## src/rtl/prio_encoder_4to2_hs.sv

```systemverilog
// prio_encoder_4to2_hs: sequential 4-to-2 priority encoder with a valid/ready output.
// Request pulses are collected in a pending register. The highest-priority pending
// line is offered as a 2-bit code, and that line is cleared when the code is accepted.
// Requests that hit an already pending line are counted in a saturating drop counter.
module prio_encoder_4to2_hs #(
   parameter int unsigned HIGH_FIRST = 1,
   parameter int unsigned CNT_W      = 8
) (
   input  logic             clk,
   input  logic             rst,
   input  logic [3:0]       req_in,
   output logic [1:0]       out_code,
   output logic             out_valid,
   input  logic             out_ready,
   output logic [3:0]       pending,
   output logic             busy,
   output logic [CNT_W-1:0] drop_cnt
);

   // The sum is 3 bits wider than the counter so that count + 4 never overflows before the clamp.
   localparam int unsigned SUM_W = CNT_W + 3;
   localparam logic [SUM_W-1:0] CNT_MAX = SUM_W'({CNT_W{1'b1}});

   typedef enum logic {
      ST_IDLE = 1'b0,
      ST_HOLD = 1'b1
   } state_t;

   state_t           r_state;

   logic             w_fire;
   logic [3:0]       w_srv;
   logic [3:0]       w_drop_vec;
   logic [2:0]       w_drop_num;
   logic [SUM_W-1:0] w_cnt_sum;
   logic [CNT_W-1:0] w_cnt_next;
   logic [3:0]       w_pend_next;
   logic [1:0]       w_enc;

   // Index of the highest-priority set bit; the later match in scan order wins.
   function automatic logic [1:0] enc(input logic [3:0] v);
      logic [1:0] idx;
      idx = 2'd0;
      if (HIGH_FIRST != 0) begin
         for (int i = 0; i < 4; i++) begin
            if (v[i]) idx = 2'(i);
         end
      end else begin
         for (int i = 3; i >= 0; i--) begin
            if (v[i]) idx = 2'(i);
         end
      end
      return idx;
   endfunction

   assign w_fire = out_valid & out_ready;

   // One-hot mask of the line whose code is accepted this cycle.
   always_comb begin
      w_srv = 4'b0000;
      if (w_fire) w_srv[out_code] = 1'b1;
   end

   // A request that hits a pending line not being served this cycle is lost.
   assign w_drop_vec = req_in & pending & ~w_srv;
   assign w_drop_num = 3'(w_drop_vec[0]) + 3'(w_drop_vec[1])
                     + 3'(w_drop_vec[2]) + 3'(w_drop_vec[3]);

   // The drop counter clamps at all-ones instead of wrapping.
   always_comb begin
      w_cnt_sum  = SUM_W'(drop_cnt) + SUM_W'(w_drop_num);
      w_cnt_next = drop_cnt;
      if (w_cnt_sum > CNT_MAX) w_cnt_next = {CNT_W{1'b1}};
      else                     w_cnt_next = w_cnt_sum[CNT_W-1:0];
   end

   // The served line clears, and a new pulse on that same line re-arms it.
   assign w_pend_next = (pending & ~w_srv) | req_in;

   // The encoder looks at registered pending only, so same-cycle requests wait a cycle.
   assign w_enc = enc(pending);

   // Pending, drop counter and grant FSM; the code is frozen for the whole of HOLD.
   always_ff @(posedge clk) begin
      if (rst) begin
         r_state   <= ST_IDLE;
         pending   <= 4'b0000;
         out_code  <= 2'd0;
         out_valid <= 1'b0;
         drop_cnt  <= '0;
      end else begin
         pending  <= w_pend_next;
         drop_cnt <= w_cnt_next;
         case (r_state)
            ST_IDLE: begin
               out_valid <= 1'b0;
               if (pending != 4'b0000) begin
                  out_code  <= w_enc;
                  out_valid <= 1'b1;
                  r_state   <= ST_HOLD;
               end
            end
            ST_HOLD: begin
               if (w_fire) begin
                  out_valid <= 1'b0;
                  r_state   <= ST_IDLE;
               end
            end
            default: begin
               out_valid <= 1'b0;
               r_state   <= ST_IDLE;
            end
         endcase
      end
   end

   // Busy while there is work queued or a code is being offered.
   assign busy = (pending != 4'b0000) | out_valid;

endmodule

```

## config.mk

```make
export PLATFORM = sky130hd
export DESIGN_NAME = prio_encoder_4to2_hs
export DESIGN_NICKNAME = d
export VERILOG_FILES = /design/src/rtl/prio_encoder_4to2_hs.sv
export SDC_FILE = /design/constraint.sdc
export NUM_CORES = 1
export LEC_CHECK = 0
export CAP_MARGIN = 10
export CELL_PAD_IN_SITES_DETAIL_PLACEMENT = 0
export CELL_PAD_IN_SITES_GLOBAL_PLACEMENT = 1
export CORE_MARGIN = 1.5
export CORE_UTILIZATION = 33
export CTS_CLUSTER_SIZE = 40
export DETAILED_ROUTE_END_ITERATION = 12
export MAX_ROUTING_LAYER = met4
export PLACE_DENSITY = 0.78
export REMOVE_ABC_BUFFERS = 1
export SYNTH_ARGS = -nofsm -noshare
export SYNTH_HDL_FRONTEND = slang
export SYNTH_SLANG_ARGS = --single-unit
```

## constraint.sdc

```tcl
create_clock -name clk -period 3.4 [get_ports clk]
set_input_delay 0.51 -clock clk [delete_from_list [all_inputs] [get_ports clk]]
set_output_delay 0.51 -clock clk [all_outputs]
set_load 0.01 [all_outputs]
```

==> results of run 1 <==
## kinds of logic (layout without fill, tap and decap cells)
| logic type | after synthesis | after routing |
|---|---|---|
| simple gates | 34 | 34 |
| mux | 2 | 2 |
| buf+inv | 10 | 36 |
| fa+ha+maj | 4 | 4 |
| flops | 16 | 16 |
| xor+xnor | 2 | 2 |
| compound gates | 21 | 21 |
## cells in the mapped netlist (3+ instances only)
master    n
a21oi_2   4
dfxtp_1  16
nand2_1   4
a21oi_1   7
inv_1     8
fa_1      3
o21ai_1   3
nor2_1   11
nand3_1   5
## power breakdown
part	leakage [nW]	switching, W	internal [W]	total, W
Clock	0.0210	0.0000639	0.0000651	0.000129
Combinational	0.260	0.0000519	0.0000633	0.000115
Sequential	0.132	0.0000212	0.000205	0.000226
Total	0.413	0.000137	0.000333	0.000470
## registers in the layout (all words and copies together) (netlist names)
signal / count
drop_cnt: 8
out_code: 2
out_valid: 1
pending: 4
r_state: 1
## worst max-delay path by stage
stage / from / end / slack [ns] / cells after the start
floorplan: out_ready / drop_cnt[6] / 0.63 / 11
global placement: out_ready / drop_cnt[6] / 0.04 / 12
detailed placement: out_ready / drop_cnt[6] / 0.0008 / 12
CTS: out_ready / drop_cnt[6] / 0.32 / 12
global route: out_ready / drop_cnt[6] / 0.17 / 12
finish: out_ready / drop_cnt[6] / 0.35 / 12
## routing by layer
metal | vias up | wire length [um] | GRT usage [%] | share of wire, %
li1 | 359 | - | - | -
met1 | 323 | 820 | 19.6 | 48
met2 | 24 | 765 | 23.2 | 45
met3 | 2 | 97 | 2.57 | 5.7
met4 | 0 | 11 | 6.41 | 0.65
met5 | - | 0 | - | 0
## area by class of cell
class	instances	area (sq um)	area share, %
tap	28	35.0	3.19
multi-input combinational	63	442	40.2
sequential	16	320	29.2
timing repair buffer	24	235	21.4
clock buffer	4	36.3	3.30
inverter	8	30.0	2.73
## worst reg2reg max path, delay by kind of cell, from the launching register on
| family | cells | cell delay (ns) |
|---|---|---|
| adder cells (fa/ha/maj) | 3 | 1.08 |
| AND/OR/NAND/NOR | 6 | 0.87 |
| flip-flops | 1 | 0.44 |
| multiplexers | 1 | 0.19 |
| buffers and inverters | 1 | 0.08 |
## per-stage QoR
step                setup slack (ns)  utilization, %
detailed placement          0.000800            47.1
floorplan                      0.627               -
CTS                            0.319            48.7
global placement              0.0402            47.1
finish                         0.347            48.7
global route                   0.174            48.7
==> key figures, run 1 <==
Run status
  – Outcome: finished clean

Critical path
  – RR Endpoint: drop_cnt[6]
  – Nature of the critical path endpoint: flip-flop
  – Nature of the critical path startpoint: input port
  – Worst flop-to-flop path startpoint: out_valid
  – Crit Path Category: in -> reg
  – Crit-path slowest cell: clkdlybuf4s50_1
  – FF-to-FF setup slack: 0.63 ns
  – Most common cell on crit path: fa_1
  – Kind of cell adding the most delay to the critical path: adder cells
  – Buf+Inv Stages, Crit Path: 2
  – Reg2Reg Depth: 11
  – Worst path required time: around 3.6 ns
  – Critical-path cell list: clkdlybuf4s50_1, nand2_1, or3_1, nand3_1, fa_1, fa_1, inv_1, fa_1, nand2_1, nor2_1, mux2i_1, nor2_1
  – Worst EP arrival: between 3 and 4 ns
  – Slowest stage delay, CP: about 0.5 ns
  – Critical path peak fanout: 4

Yosys
  – Post-synth EDFFs: 0
  – Post-synthesis cell count: a little under 90
  – Main combinational cell family by area after synthesis: simple AND/OR/NAND/NOR gates
  – Post-Synth XOR/XNOR Area: 2.19%
  – Synth Flop Type: dfxtp_1
  – Top cell type's share of synthesized area: between 40% and 50%
  – Synth Cell Area: 801 sq um
  – Mux contribution to synthesized area: 2.50%
  – Ys Warns: 0
  – Adder-cell share of the synthesized area: 9.06%
  – Post-synthesis async set-or-reset flop share: 0%
  – Yosys reg bits: 16
  – Synth top area cells: dfxtp_1 (40%), fa_1 (7.5%), nor2_1 (5.2%)
  – Synth Area in Compound Gates: between 10% and 20%
  – Simple-gate area share of the yosys netlist: 24.7%
  – Sequential-to-total area share from yosys stat: 40.0%
  – Post-synth cell types: 31
  – Syn Area/Cell: 9.00 sq um
  – Area leader, netlist: dfxtp_1

Pwr
  – Leak: between 0.4 and 0.5 nW
  – Peak supply drop: 0.213 mV
  – P per Cell Area: 428 nW/um^2
  – Pwr Total: 0.000470 W

Die
  – Starting Density: 35.5%
  – Cell Rows: 17
  – Die ar.: 2730 sq um
  – Die Ht: 52.3 um
  – Core area: 2250 sq um
  – # IOs: 23
  – Die width: 52.3 um

Timing
  – RSZ-0062 raised after global routing: no
  – Slew @ Worst Pin: 0.692 ns
  – F_max: 328 MHz
  – Post-Route Setup TNS: 0 ns
  – WHS: between 0.5 and 0.6 ns
  – Max Slew Vio Count: 0
  – Setup-failing EPs final: 0
  – Tcrit/Tclk final: 89.8%
  – Crit path time final: 3.05 ns
  – Hold Violations, Final: 0
  – Slew HR: 53.7%
  – Clk_skew: approximately 0.0047 ns

GRT
  – Initial antenna violation count: 0
  – First-pass GRT wire length: about 3 mm
  – Largest net degree at the start of global routing: 17
  – Vias in the first global route: 694
  – GR Util All Layers: 15.1%
  – Grt ovf: 0

Finish
  – Most common cell after layout, fill and taps aside: clkdlybuf4s50_1
  – Final Cell Area: 1100 sq um
  – Area Growth Syn to Fin: 37.2%
  – # diodes: 0
  – Fin cells: 143
  – Fill cell count: 229
  – Fraction of layout cells with a size suffix above 1: 14.8%
  – Nets: roughly 130
  – Commonest cells after routing, fill and taps aside: clkdlybuf4s50_1 (22), dfxtp_1 (16), nor2_1 (11)

CTS
  – CTS tree: done
  – Clk buf depth: 2
  – Post-CTS sizing: 0
  – Clock latency at the later pin of the worst-skew pair: a little under 0.3 ns
  – Hold_buf cts: 0
  – CTS buffer count: 3
  – H-tree levels: 1
  – Clk slew on worst S/H paths: 0.10 ns
  – Clock Tree Root: clkbuf_4
  – Post-CTS setup buffer count: 0
  – Sink Count: 16

Route
  – Starting DRT DRC Count: 6
  – Antenna viol nets, final: 0
  – Via/cell ratio: just under 5
  – 1st-pass router iterations: 4
  – Drt wl/cell: 11.9 um
  – DR DRC count: 0
  – Final WL: 1.70 mm
  – Via count: roughly 700

Worst hold path
  – Hold path start: drop_cnt[6]
  – Worst hold endpoint: drop_cnt[6]
  – Hold Path Depth: 2
  – HP Class: reg -> reg

Placement
  – GP Congestion: roughly 0.8
  – DP Cell Count: about 140
  – Dpl hpwl: around 1.3 mm
  – Placed cell areas: 1060 sq um
  – Port buffer count: 22

Run
  – Number of max-cap violations: 0
No activity file was read; power rests on OpenSTA's default activity.
==> run 2, diff against run 1 <==
--- a/config.mk
+++ b/config.mk
@@ -10,6 +10,7 @@
 export CELL_PAD_IN_SITES_GLOBAL_PLACEMENT = 1
 export CORE_MARGIN = 1.5
 export CORE_UTILIZATION = 33
+export CTS_BUF_LIST = sky130_fd_sc_hd__clkbuf_16
 export CTS_CLUSTER_SIZE = 40
 export DETAILED_ROUTE_END_ITERATION = 12
 export MAX_ROUTING_LAYER = met4
==> key figures, run 2 (synthesis gave the netlist of run 1 again) <==
Run status
  – Outcome: finished clean

Route
  – DR DRC count: 0
  – Starting DRT DRC Count: 7
  – Final WL: 1.67 mm
  – Via/cell ratio: ~5.0
  – Via count: 708
  – 1st-pass router iterations: 4
  – Antenna viol nets, final: 0
  – Drt wl/cell: ~12 um

CTS
  – Clock latency at the later pin of the worst-skew pair: 0.24 ns
  – Clk buf depth: 2
  – Clk slew on worst S/H paths: 0.05 ns
  – CTS tree: done
  – Post-CTS sizing: 0
  – Post-CTS setup buffer count: 0
  – Clock Tree Root: clkbuf_16
  – Hold_buf cts: 0
  – Sink Count: 16
  – CTS buffer count: 3
  – H-tree levels: 1

Finish
  – Fill cell count: between 200 and 250
  – Largest registers: drop_cnt x8, pending x4, out_code x2
  – Area Growth Syn to Fin: 42.5%
  – # diodes: 0
  – Fraction of layout cells with a size suffix above 1: 13.9%
  – Most common cell after layout, fill and taps aside: clkdlybuf4s50_1
  – Max reg flops: 8
  – Nets: 127
  – Largest register by flop count: drop_cnt
  – Final Cell Area: 1140 sq um
  – Commonest cells after routing, fill and taps aside: clkdlybuf4s50_1 (22), dfxtp_1 (16), nor2_1 (11)

Die
  – Cell Rows: 17
  – Core area: 2250 sq um
  – Die width: 52.3 um
  – Die Ht: 52.3 um
  – Die ar.: 2730 sq um
  – Starting Density: 35.5%
  – # IOs: 23

Critical path
  – Nature of the critical path endpoint: flip-flop
  – Critical path peak fanout: 4
  – Worst EP arrival: 3.21 ns
  – Worst path required time: ~3.5 ns
  – Crit Path Category: in -> reg
  – Nature of the critical path startpoint: input port

Timing
  – Slew @ Worst Pin: 0.691 ns
  – Setup-failing EPs final: 0
  – F_max: roughly 320 MHz
  – Hold Violations, Final: 0
  – Max Slew Vio Count: 0
  – Slew HR: approximately 54%
  – RSZ-0062 raised after global routing: no
  – Crit path time final: 3.11 ns
  – Clk_skew: 0.00174 ns
  – Tcrit/Tclk final: 91.3%
  – Post-Route Setup TNS: 0 ns

Pwr
  – P per Cell Area: 499 nW/um^2
  – Leak: approximately 0.43 nW
  – Pwr Total: 0.000569 W
  – Peak supply drop: 0.287 mV

Placement
  – Placed cell areas: 1060 sq um
  – GP Congestion: 0.777
  – Port buffer count: 22
  – Dpl hpwl: 1.27 mm

Run
  – Number of max-cap violations: 0

Worst hold path
  – HP Class: reg -> reg

GRT
  – GR Util All Layers: 14.8%
  – Initial antenna violation count: 0
  – Grt ovf: 0
  – Vias in the first global route: 702
  – First-pass GRT wire length: 3.01 mm
  – Largest net degree at the start of global routing: 17
## run 2: final timing paths
path | from | to | slack [ns] | cells past startpoint
worst max-delay path | out_ready | drop_cnt[6] | 0.29 | 12
worst min-delay path | drop_cnt[6] | drop_cnt[6] | 0.55 | 2
worst max register to register | out_valid | drop_cnt[6] | 0.63 | 11
worst min register to register | drop_cnt[6] | drop_cnt[6] | 0.55 | 2
## run 2: power breakdown
part	switching [W]	internal, W
clock network	0.0000713	0.000156
logic	0.0000519	0.0000633
registers	0.0000212	0.000205
total	0.000144	0.000425
## run 2: critical path: stages
cell and delay (ns):
clkdlybuf4s50_1 0.51, nand2_1 0.08, or3_1 0.35, nand3_1 0.13, fa_1 0.45, fa_1 0.45
inv_1 0.08, fa_1 0.18, nand2_1 0.10, nor2_1 0.14, mux2i_1 0.19, nor2_1 0.05
## run 2: metal layers
| layer | GRT usage, % | share of wire, % |
|---|---|---|
| met1 | 19.4 | 47 |
| met2 | 23.8 | 47 |
| met3 | 3.43 | 6.1 |
| met4 | 2.56 | 0 |
| met5 | - | 0 |
## run 2: per-stage QoR
step | hold slack (ns) | setup WS, ns | util [%] | std cells
floorplan | 0.518 | 0.627 | - | 87
global placement | 0.537 | 0.0402 | 47.1 | 139
detailed placement | 0.541 | 0.000800 | 47.1 | 139
CTS | 0.553 | 0.256 | 50.6 | 143
global route | 0.585 | 0.106 | 50.6 | 143
finish | 0.548 | 0.294 | 50.6 | 143
## run 2: layout make-up
class,instances,area (sq um),area share [%]
repair buffers,24,235,20.6
flip-flops and latches,16,320,28.1
well taps,28,35.0,3.07
clock buffers,3,75.1,6.58
multi-input cells,63,442,38.7
inverters,8,30.0,2.63
clock inverters,1,3.75,0.329
==> run 3, diff against run 2 <==
--- a/config.mk
+++ b/config.mk
@@ -13,6 +13,7 @@
 export CTS_BUF_LIST = sky130_fd_sc_hd__clkbuf_16
 export CTS_CLUSTER_SIZE = 40
 export DETAILED_ROUTE_END_ITERATION = 12
+export GPL_ROUTABILITY_DRIVEN = 0
 export MAX_ROUTING_LAYER = met4
 export PLACE_DENSITY = 0.78
 export REMOVE_ABC_BUFFERS = 1
==> results of run 3 <==
No change in the layout: final DEF, timing and power equal those of run 2.
